## config.mk

```make
export PLATFORM = sky130hd
export DESIGN_NAME = uart_rx_deser
export DESIGN_NICKNAME = d
export VERILOG_FILES = /design/src/rtl/uart_rx_deser_pkg.sv /design/src/rtl/uart_rx_sync.sv /design/src/rtl/uart_rx_deser.sv
export SDC_FILE = /design/constraint.sdc
export NUM_CORES = 1
export LEC_CHECK = 0
export BUFFER_PORTS_ARGS = -buffer_cell sky130_fd_sc_hd__buf_4
export CORE_MARGIN = 5
export CORE_UTILIZATION = 45
export DETAILED_ROUTE_END_ITERATION = 10
export SYNTH_ARGS = -nofsm -noshare
export SYNTH_HDL_FRONTEND = slang
export SYNTH_HIERARCHICAL = 1
export SYNTH_SLANG_ARGS = --single-unit
```

## constraint.sdc

```tcl
create_clock -name clk -period 3 [get_ports clk]
set_clock_uncertainty 0.15 [all_clocks]
set_input_delay 0.3 -clock clk [delete_from_list [all_inputs] [get_ports clk]]
set_output_delay 0.3 -clock clk [all_outputs]
set_load 0.005 [all_outputs]
```

## src/rtl/uart_rx_deser_pkg.sv

```systemverilog
// Shared UART definitions: receiver state encoding, frame size and baud divider helper.
package uart_rx_deser_pkg;

    localparam int unsigned DATA_BITS = 8;
    localparam int unsigned MIN_BAUD_DIV = 4;

    typedef enum logic [2:0] {
        ST_IDLE  = 3'd0,
        ST_START = 3'd1,
        ST_DATA  = 3'd2,
        ST_STOP  = 3'd3,
        ST_BREAK = 3'd4
    } rx_state_e;

    // Clocks per bit, truncated.
    function automatic int unsigned calc_baud_div(input int unsigned clk_hz, input int unsigned baud);
        return clk_hz / baud;
    endfunction

endpackage

```

## src/rtl/uart_rx_sync.sv

```systemverilog
// Two-flop synchroniser for asynchronous inputs; resets to all ones (line idle / mark).
module uart_rx_sync #(
    parameter int unsigned WIDTH = 1
) (
    input  logic             clk,
    input  logic             reset_n,
    input  logic [WIDTH-1:0] d,
    output logic [WIDTH-1:0] q
);

    logic [WIDTH-1:0] meta;

    always_ff @(posedge clk or negedge reset_n) begin
        if (!reset_n) begin
            meta <= '1;
            q    <= '1;
        end else begin
            meta <= d;
            q    <= meta;
        end
    end

endmodule

```

## src/rtl/uart_rx_deser.sv

```systemverilog
// 8N1 UART receiver: synchronises rxd, samples mid-bit, presents the byte with a 1-cycle strobe.
module uart_rx_deser
    import uart_rx_deser_pkg::*;
#(
    parameter int unsigned CLK_HZ = 50_000_000,
    parameter int unsigned BAUD   = 115200
) (
    input  logic                 clk,
    input  logic                 reset_n,
    input  logic                 rxd,
    output logic [DATA_BITS-1:0] rx_data,
    output logic                 rx_valid,
    output logic                 frame_err,
    output logic                 rx_busy
);

    localparam int unsigned BAUD_DIV = calc_baud_div(CLK_HZ, BAUD);
    localparam int unsigned HALF_DIV = BAUD_DIV / 2;
    localparam int unsigned CNT_W    = $clog2(BAUD_DIV);
    localparam int unsigned IDX_W    = $clog2(DATA_BITS);

    localparam logic [CNT_W-1:0] BIT_RELOAD  = CNT_W'(BAUD_DIV - 1);
    localparam logic [CNT_W-1:0] HALF_RELOAD = CNT_W'(HALF_DIV - 1);
    localparam logic [IDX_W-1:0] LAST_IDX    = IDX_W'(DATA_BITS - 1);

    generate
        if (BAUD_DIV < MIN_BAUD_DIV) begin : g_div_check
            $error("uart_rx_deser: CLK_HZ/BAUD must be at least 4");
        end
    endgenerate

    rx_state_e            state, state_nxt;
    logic [CNT_W-1:0]     bit_cnt, bit_cnt_nxt;
    logic [IDX_W-1:0]     bit_idx, bit_idx_nxt;
    logic [DATA_BITS-1:0] shreg, shreg_nxt;
    logic [DATA_BITS-1:0] rx_data_nxt;
    logic                 rx_valid_nxt;
    logic                 frame_err_nxt;
    logic                 rxd_s;
    logic                 rxd_q;
    logic                 start_edge_c;
    logic                 cnt_zero_c;

    uart_rx_sync #(
        .WIDTH(1)
    ) u_sync (
        .clk    (clk),
        .reset_n(reset_n),
        .d      (rxd),
        .q      (rxd_s)
    );

    assign start_edge_c = rxd_q & ~rxd_s;
    assign cnt_zero_c   = (bit_cnt == '0);

    // Next-state and next-output decode.
    always_comb begin
        state_nxt     = state;
        bit_cnt_nxt   = bit_cnt;
        bit_idx_nxt   = bit_idx;
        shreg_nxt     = shreg;
        rx_data_nxt   = rx_data;
        rx_valid_nxt  = 1'b0;
        frame_err_nxt = 1'b0;

        case (state)
            ST_IDLE: begin
                if (start_edge_c) begin
                    bit_cnt_nxt = HALF_RELOAD;
                    state_nxt   = ST_START;
                end
            end
            ST_START: begin
                if (!cnt_zero_c) begin
                    bit_cnt_nxt = bit_cnt - CNT_W'(1);
                end else if (!rxd_s) begin
                    bit_cnt_nxt = BIT_RELOAD;
                    bit_idx_nxt = '0;
                    state_nxt   = ST_DATA;
                end else begin
                    state_nxt   = ST_IDLE;
                end
            end
            ST_DATA: begin
                if (!cnt_zero_c) begin
                    bit_cnt_nxt = bit_cnt - CNT_W'(1);
                end else begin
                    shreg_nxt   = {rxd_s, shreg[DATA_BITS-1:1]};
                    bit_cnt_nxt = BIT_RELOAD;
                    bit_idx_nxt = bit_idx + IDX_W'(1);
                    if (bit_idx == LAST_IDX) begin
                        state_nxt = ST_STOP;
                    end
                end
            end
            ST_STOP: begin
                if (!cnt_zero_c) begin
                    bit_cnt_nxt = bit_cnt - CNT_W'(1);
                end else if (rxd_s) begin
                    rx_data_nxt  = shreg;
                    rx_valid_nxt = 1'b1;
                    state_nxt    = ST_IDLE;
                end else begin
                    frame_err_nxt = 1'b1;
                    state_nxt     = ST_BREAK;
                end
            end
            ST_BREAK: begin
                // Line held low: no new start accepted until it returns to mark.
                if (rxd_s) begin
                    state_nxt = ST_IDLE;
                end
            end
            default: begin
                state_nxt = ST_IDLE;
            end
        endcase
    end

    always_ff @(posedge clk or negedge reset_n) begin
        if (!reset_n) begin
            state     <= ST_IDLE;
            bit_cnt   <= '0;
            bit_idx   <= '0;
            shreg     <= '0;
            rxd_q     <= 1'b1;
            rx_data   <= '0;
            rx_valid  <= 1'b0;
            frame_err <= 1'b0;
            rx_busy   <= 1'b0;
        end else begin
            state     <= state_nxt;
            bit_cnt   <= bit_cnt_nxt;
            bit_idx   <= bit_idx_nxt;
            shreg     <= shreg_nxt;
            rxd_q     <= rxd_s;
            rx_data   <= rx_data_nxt;
            rx_valid  <= rx_valid_nxt;
            frame_err <= frame_err_nxt;
            rx_busy   <= (state_nxt != ST_IDLE);
        end
    end

endmodule

```

==> results of run 1 <==
-- power by group --
| group | internal (W) | leakage, nW | switching, W |
|---|---|---|---|
| logic | 0.000134 | 0.403 | 0.000147 |
| registers | 0.000559 | 0.476 | 0.0000811 |
| clock network | 0.000270 | 0.0574 | 0.000177 |
| total | 0.000963 | 0.935 | 0.000405 |
-- per-layer routing --
layer,up-vias,track usage (%)
met5,-,0
met4,0,7.38
met3,10,3.60
met2,42,23.0
met1,606,17.8
li1,592,-
-- cell usage in the layout (no fill, tap or decap), types with 4 or more instances in the layout --
master | Yosys | layout
sky130_fd_sc_hd__buf_4 | 0 | 15
sky130_fd_sc_hd__o21ai_0 | 5 | 5
sky130_fd_sc_hd__nor2_1 | 12 | 12
sky130_fd_sc_hd__nand2_1 | 4 | 4
sky130_fd_sc_hd__mux2_2 | 18 | 18
sky130_fd_sc_hd__clkbuf_8 | 0 | 6
sky130_fd_sc_hd__dfrtp_1 | 34 | 34
sky130_fd_sc_hd__inv_1 | 8 | 8
-- worst max-delay path, cell delays in order, from the launching register on --
cell                      delay (ps)
sky130_fd_sc_hd__dfrtp_1         410
sky130_fd_sc_hd__inv_1            70
sky130_fd_sc_hd__ha_1            200
sky130_fd_sc_hd__or3b_2          540
sky130_fd_sc_hd__nor3_4          280
sky130_fd_sc_hd__nor3b_4         450
sky130_fd_sc_hd__mux2_2          380
-- layout make-up --
class	count	area (um^2)
repair buffers	17	133
fillers	329	1680
well taps	48	60.1
multi-input cells	98	766
clock buffers	6	82.6
clock inverters	2	37.5
inverters	8	30.0
flip-flops and latches	37	930
-- metrics by stage --
step | total power [W] | setup WS (ps) | util, %
detailed placement | 0.000926 | 419 | 51.1
floorplan | 0.000855 | 653 | -
global route | 0.00145 | 265 | 54.8
finish | 0.00137 | 406 | 54.8
CTS | 0.00138 | 403 | 54.8
global placement | 0.000914 | 481 | 51.1
-- logic make-up (layout without fill, tap and decap cells) --
group | Yosys count | in the layout
compound gates | 30 | 30
flops | 37 | 37
fa+ha+maj | 3 | 3
xor+xnor | 2 | 2
buf+inv | 13 | 33
simple gates | 45 | 45
mux | 18 | 18
-- flip-flops by register name, summed over array words and instances, names as in the netlist --
register and count:
bit_cnt 9, bit_idx 3, frame_err 1, rx_busy 1, rx_data 8, rx_valid 1
rxd_q 1, shreg 8, state 3, u_sync/meta 1, u_sync/q 1
-- repair_timing --
item,4_1_cts,5_1_grt
hold buffers,2,0
resized for setup,0,0
hold endpoints to repair,35,0
-- path summary, 6_finish.rpt --
check,start,end,slack [ps],cells past startpoint
worst min register to register,u_sync/meta,u_sync/q,210,0
worst max register to register,bit_cnt[0],shreg[2],410,6
min in group asynchronous,reset_n,bit_cnt[2],350,2
max in group asynchronous,reset_n,rxd_q,2000,2
worst min-delay path,u_sync/meta,u_sync/q,210,0
worst max-delay path,bit_cnt[0],shreg[2],410,6
==> out/results.txt, run 1 <==
The run finished with clean final reports. In the detailed route, the total length drawn on met3 is 189 um. The tools report the number of buffers inserted during clock tree synthesis as 5.

The number of endpoints with negative hold slack in the final report is 0. Counting instances in the post-synthesis netlist gives the leading cell types as sky130_fd_sc_hd__dfrtp_1, sky130_fd_sc_hd__mux2_2, sky130_fd_sc_hd__nor2_1. Dividing the final minimum period by the clock period gives 86.5%.

Setup violations remaining at the end of the flow were counted as 0. The parity-gate share of the synthesized area counting xor and xnor cells is 0.999%, and the starting density of the core is 47.2%. The remaining routing DRC violations came out at 0. The worst pin sits at a relative slew slack of 55.4%. The detailed route wirelength on metal2 is 1680 um. The tools report the count of different cell masters after synthesis as 50. Category of the worst setup path launch point: a flop. The finished cells cover 2040 um^2. STA classifies the critical path endpoint as a flop. For the worst setup path, the data required time is 3030 ps. For the count of mapped cells out of synthesis, the log shows 148.

After synthesis, flip-flops and latches occupy 53.0% of the total area. Buffers added to address setup during post-CTS repair amount to 0. Yosys instantiated no cell more often than sky130_fd_sc_hd__dfrtp_1. The number of antenna diodes is 0, and the flip-flop and latch count after synthesis is 37. After synthesis, the largest family of logic cells by area is simple AND/OR/NAND/NOR gates.

In this run the cell area of the synthesized design comes to 1750 um^2. The number of placed I/O pins was 14; the total routed wirelength was 3400 um. The critical path in this run is classified as reg2reg. After detailed routing, the average wire length per cell comes to 15.7 um. In the synthesized netlist, mux cells make up 11.6% of the area.

In this run the tool buffered the top-level ports with 13 buffer cells. Global routing consumed, over all layers together, 14.3% of the routing resources. The run gives 2 as the maximum root-to-sink buffer count. Setup repair after global routing left no endpoint under its margin. In this run the static leakage power is 0.935 nW. Clock-pin slew was measured on the worst setup and hold paths at 70 ps. The tools report the root cell of the clock tree as sky130_fd_sc_hd__clkbuf_8. After floorplanning, the core was sized to cover 3720 um^2. Counting flops with an async set or reset pin after synthesis yields a share of 100%. For the detailed-route wire length on metal 1, the log shows 1450 um.

The H-tree was split into 2 levels. The remaining global-route overflow was 0. The portion of synthesized cell area occupied by the leading cell type came out at 48.5%.

In the routed layout, each cell is associated on average with a via count of 5.79. CTS saw 37 sinks. The first global-routing pass estimated 5860 um of wire. The number of max-cap violations was 0; the total power per unit cell area was 671 nW/um^2. The die is 72.4 um wide. The biggest fanout along the worst timing path is 8.

Of the total synthesized cell area, the portion taken by AND, OR, NAND and NOR gates is 16.2%. The first detailed-routing pass took 4 iterations. Sorting the synthesized cells by area gives the leading types as sky130_fd_sc_hd__dfrtp_1, sky130_fd_sc_hd__mux2_2, sky130_fd_sc_hd__dfstp_2, sky130_fd_sc_hd__nor2_1, sky130_fd_sc_hd__ha_1. TritonCTS built the clock tree. The detailed-placement wirelength estimate is 2390 um, and the setup TNS is 0 ps. Hold is met by 210 ps. The number of placed cells counting well taps was 206; the area fraction in compound gates after synthesis was 12.8%.

The highest attainable clock frequency was 0.386 GHz; the slew at the pin with the worst max-slew slack was 665 ps. When the netlist entered floorplanning its net count stood at 154. sky130_fd_sc_hd__dfrtp_1 takes more of the synthesized area than any other cell.

The height of the die came out at 72.4 um. The most used flip-flop cell after synthesis is sky130_fd_sc_hd__dfrtp_1. Data arrival time at the worst-slack endpoint: 2620 ps. Compared with the post-synthesis result, the final layout area differs by 16.3%.

The final number of max-transition violations is 0, and the number of rows created at floorplan is 22. The number of global-route vias before repair is 1269. The path class of the tightest hold or removal check is reg2reg. The count of nets left with antenna violations once routing finished came out at 0. The share of post-route cells with drive strength above 1 is 31.0%, and the non-filler instance count after layout is 216.

The tools report the initial antenna violation count as 0. The worst path needs 2590 ps of the cycle, external delays included. The tools report the instance area after placement as 1900 um^2. The routed layout has 1250 vias.

Signal routing reaches up to met4. The clock latency reported for the late side of the worst-skew pair came out at 290 ps. The tools report the total die area as 5240 um^2. The maximum number of pins on one net before global-route repair was 38; the final estimated routing congestion in global placement was 0.849. The iteration-0 DRC count of the detailed router came out at 94. The synthesized area per cell works out to 11.8 um^2.

The Yosys warning count is 6, and the area share of fa/ha/maj cells after synthesis is 2.14%. The maximum VDD drop came out at 0.000341 V. The count of flip-flops with a built-in enable after synthesis came out at 0. For the number of nets at the end of the flow, the log shows 173.
Note: power is estimated with default switching activity, not from simulation.
==> run 2: changes to the inputs <==
Settings changed: CELL_PAD_IN_SITES_DETAIL_PLACEMENT set to 1, CELL_PAD_IN_SITES_GLOBAL_PLACEMENT set to 1, CORE_MARGIN 5 to 2, PLACE_DENSITY_LB_ADDON set to 0.1.
==> run 2 against run 1 <==
Against the previous run:
- clock power shrank 17%
- global-route usage grew 5.9 points
- non-clock buffer count shrank 1
- wire length grew 11%
- combinational power shrank 2%
- sequential share of layout area grew 0.71 points
- via count grew 2.7%
- flip-flop and latch count is the same
- fmax grew 0.67%
- highest routed layer unchanged
- worst hold slack gained 1.9 ps
==> out/results.txt, run 2 (synthesized netlist as in run 1, its figures left out) <==
For this design, the slowest cell found on the critical path is sky130_fd_sc_hd__or3b_2. Entering global routing, the biggest net connects 38 pins. The library cell used most frequently in the layout, excluding fill and tap cells, is sky130_fd_sc_hd__dfrtp_1. Combinational logic burns 21.4% of the power.

The total die area is 4410 um^2. The number of buffer cells added on primary ports was 13; the length of the first detailed-routing pass in iterations was 4. The run finished with clean final reports.

The tools report the number of nets at the end of the flow as 172. The type of the worst min-delay path is reg2reg. Relative to the synthesized area, the layout overhead comes to 14.5%.

TritonCTS created 5 clock buffers. The height of the die is 66.4 um. The tools report the part of the power in registers as 49.9%. The critical path is of the reg2reg type. The hold buffer count at cts is 2. Final hold analysis gives a worst-case slack of 211 ps. The minimum clock period is 2580 ps, and the share of the core filled with cells in the final layout is 54.0%. The worst path meets setup with 424 ps of slack. The logs give 22 for the number of rows created at floorplan and 0 for the remaining routing DRC violations.

The core region is 3720 um^2. The element type at the critical path end is a flop. After detailed placement, the total cell area comes to 1890 um^2. After clock tree synthesis, the setup repair step added 0 buffers. For the switching power, the log shows 0.000411 W.

The run gives 0 as the remaining global-route overflow. For the worst setup path, the data arrival time is 2610 ps. The number of routed nets with antenna violations is 0, and the average vias per placed instance is 5.97. Clock latency reported for the late side of the worst-skew pair: 290 ps. 0 antenna diodes ended up in the layout.

The tools report the required time at the endpoint of the critical path as 3040 ps. Net switching is 31.9% of the power. For the total clock sinks, the log shows 37. With fillers left out, the area of the finished cells amounts to 2010 um^2. The initial antenna violation count is 0, and the number of flip-flops in the largest register is 9. The total power per unit cell area is 642 nW/um^2, and the global routing usage summed across all routing layers is 20.2%.

The horizontal die dimension works out to 66.4 um. The tools report the total setup violations reported at the end of the flow as 0. Setup repair after global routing left no endpoint under its margin.

The logs give 0 for the number of endpoints with negative hold slack in the final report and 55.6% for the remaining max-slew budget at the tightest pin. The largest registers in the layout are bit_cnt: 9 flops, rx_data: 8 flops, shreg: 8 flops. The run gives 0 as the final number of max-transition violations.

The share of post-route cells with drive strength above 1 is 30.5%, and the starting density of the core is 47.2%. The wire-length estimate of the detail-placed layout is 2770 um. Walking the worst path, the cells encountered are inv_1 -> ha_1 -> or3b_2 -> nor3_4 -> nor3b_4 -> mux2_2. Across the VDD grid, the largest voltage drop is 0.000298 V. The final layout contains routed wiring with a total length of 3760 um. Leaving out fill and tap cells, the most frequent cells in the layout are sky130_fd_sc_hd__dfrtp_1, sky130_fd_sc_hd__mux2_2, sky130_fd_sc_hd__buf_4, sky130_fd_sc_hd__nor2_1, sky130_fd_sc_hd__inv_1. The post-route clock period utilization is 85.9%. TritonCTS built the clock tree. For the number of placed I/O pins, the log shows 14. The congestion estimate from routability-driven global placement came to 0.786. At the pin with the least slew margin, the transition time is 661 ps. Setup total negative slack on the finished layout was measured at 0 ps. The number of global-route vias before repair came out at 1331. The tools report the iteration-0 DRC count of the detailed router as 39. STA classifies the critical path startpoint as a flop.

Counting flops per register, the top entry is bit_cnt. The largest single stage delay on the critical path is 520 ps. Timing analysis after detailed placement gives a worst setup slack of 401 ps. The run gives 6440 um as the global-route wire length before repair. In this run the clock root is driven by a sky130_fd_sc_hd__clkbuf_8. The run gives 28.7% as the portion of total power attributed to the clock network. The tools report the highest attainable clock frequency as 0.388 GHz. The final route contains 1284 vias.

In this run the worst path has a maximum fanout of 8. Across the run, the number of max-cap violations was 0. Dividing the detail-routed wire length by the instance count gives 17.5 um. In this run the static leakage power is 0.924 nW. The number of gates given a new drive strength after cts was 0. The tools report the internal portion of total power as 0.000877 W. The clock passes through at most 2 buffers.

After clock tree synthesis, the clock-pin slew on the worst setup and hold paths is 80 ps. CTS built an H-tree with a depth of 2.
[run 2: power by group through the flow]
stage,Sequential [W],Combinational [W],Clock (W)
3_5_place_dp,0.000652,0.000276,0
6_report,0.000643,0.000276,0.000370
3_3_place_gp,0.000647,0.000269,0
5_1_grt,0.000658,0.000317,0.000404
2_1_floorplan,0.000613,0.000242,0
4_1_cts,0.000642,0.000280,0.000381
[run 2: stage by stage]
stage | instances | power, W
after floorplan | 148 | 0.000855
after global placement | 205 | 0.000916
after detailed placement | 205 | 0.000929
after CTS | 215 | 0.00130
after global routing | 215 | 0.00138
final | 215 | 0.00129
[run 2: layout make-up]
cell class	count	area [um^2]
sequential	37	930
timing repair buffer	16	125
clock inverter	2	13.8
tap	48	60.1
inverter	8	30.0
clock buffer	6	82.6
multi-input combinational	98	766
fill	396	1710
[run 2: worst max-delay path: cells and delay by family, from the launching register on]
family	cells	cell delay, ps
flip-flops	1	410
buffers and inverters	1	70
multiplexers	1	390
adder cells (fa/ha/maj)	1	190
AND/OR/NAND/NOR	3	1250
[run 2: metal layers]
metal  global-route usage, %  wire length (um)  up-vias
li1                        -                 -      587
met1                    25.9              1680      667
met2                    31.5              1840       22
met3                    6.13               164        8
met4                    8.67                70        0
met5                       0                 0        -
[run 2: final timing paths]
kind                          endpoint  slack (ps)  cells past startpoint   startpoint
max reg2reg                   shreg[6]         420                      6   bit_cnt[0]
max in group asynchronous  u_sync/meta        2000                      2      reset_n
min                           u_sync/q         210                      0  u_sync/meta
max                           shreg[6]         420                      6   bit_cnt[0]
min in group asynchronous   bit_cnt[5]         340                      2      reset_n
min reg2reg                   u_sync/q         210                      0  u_sync/meta
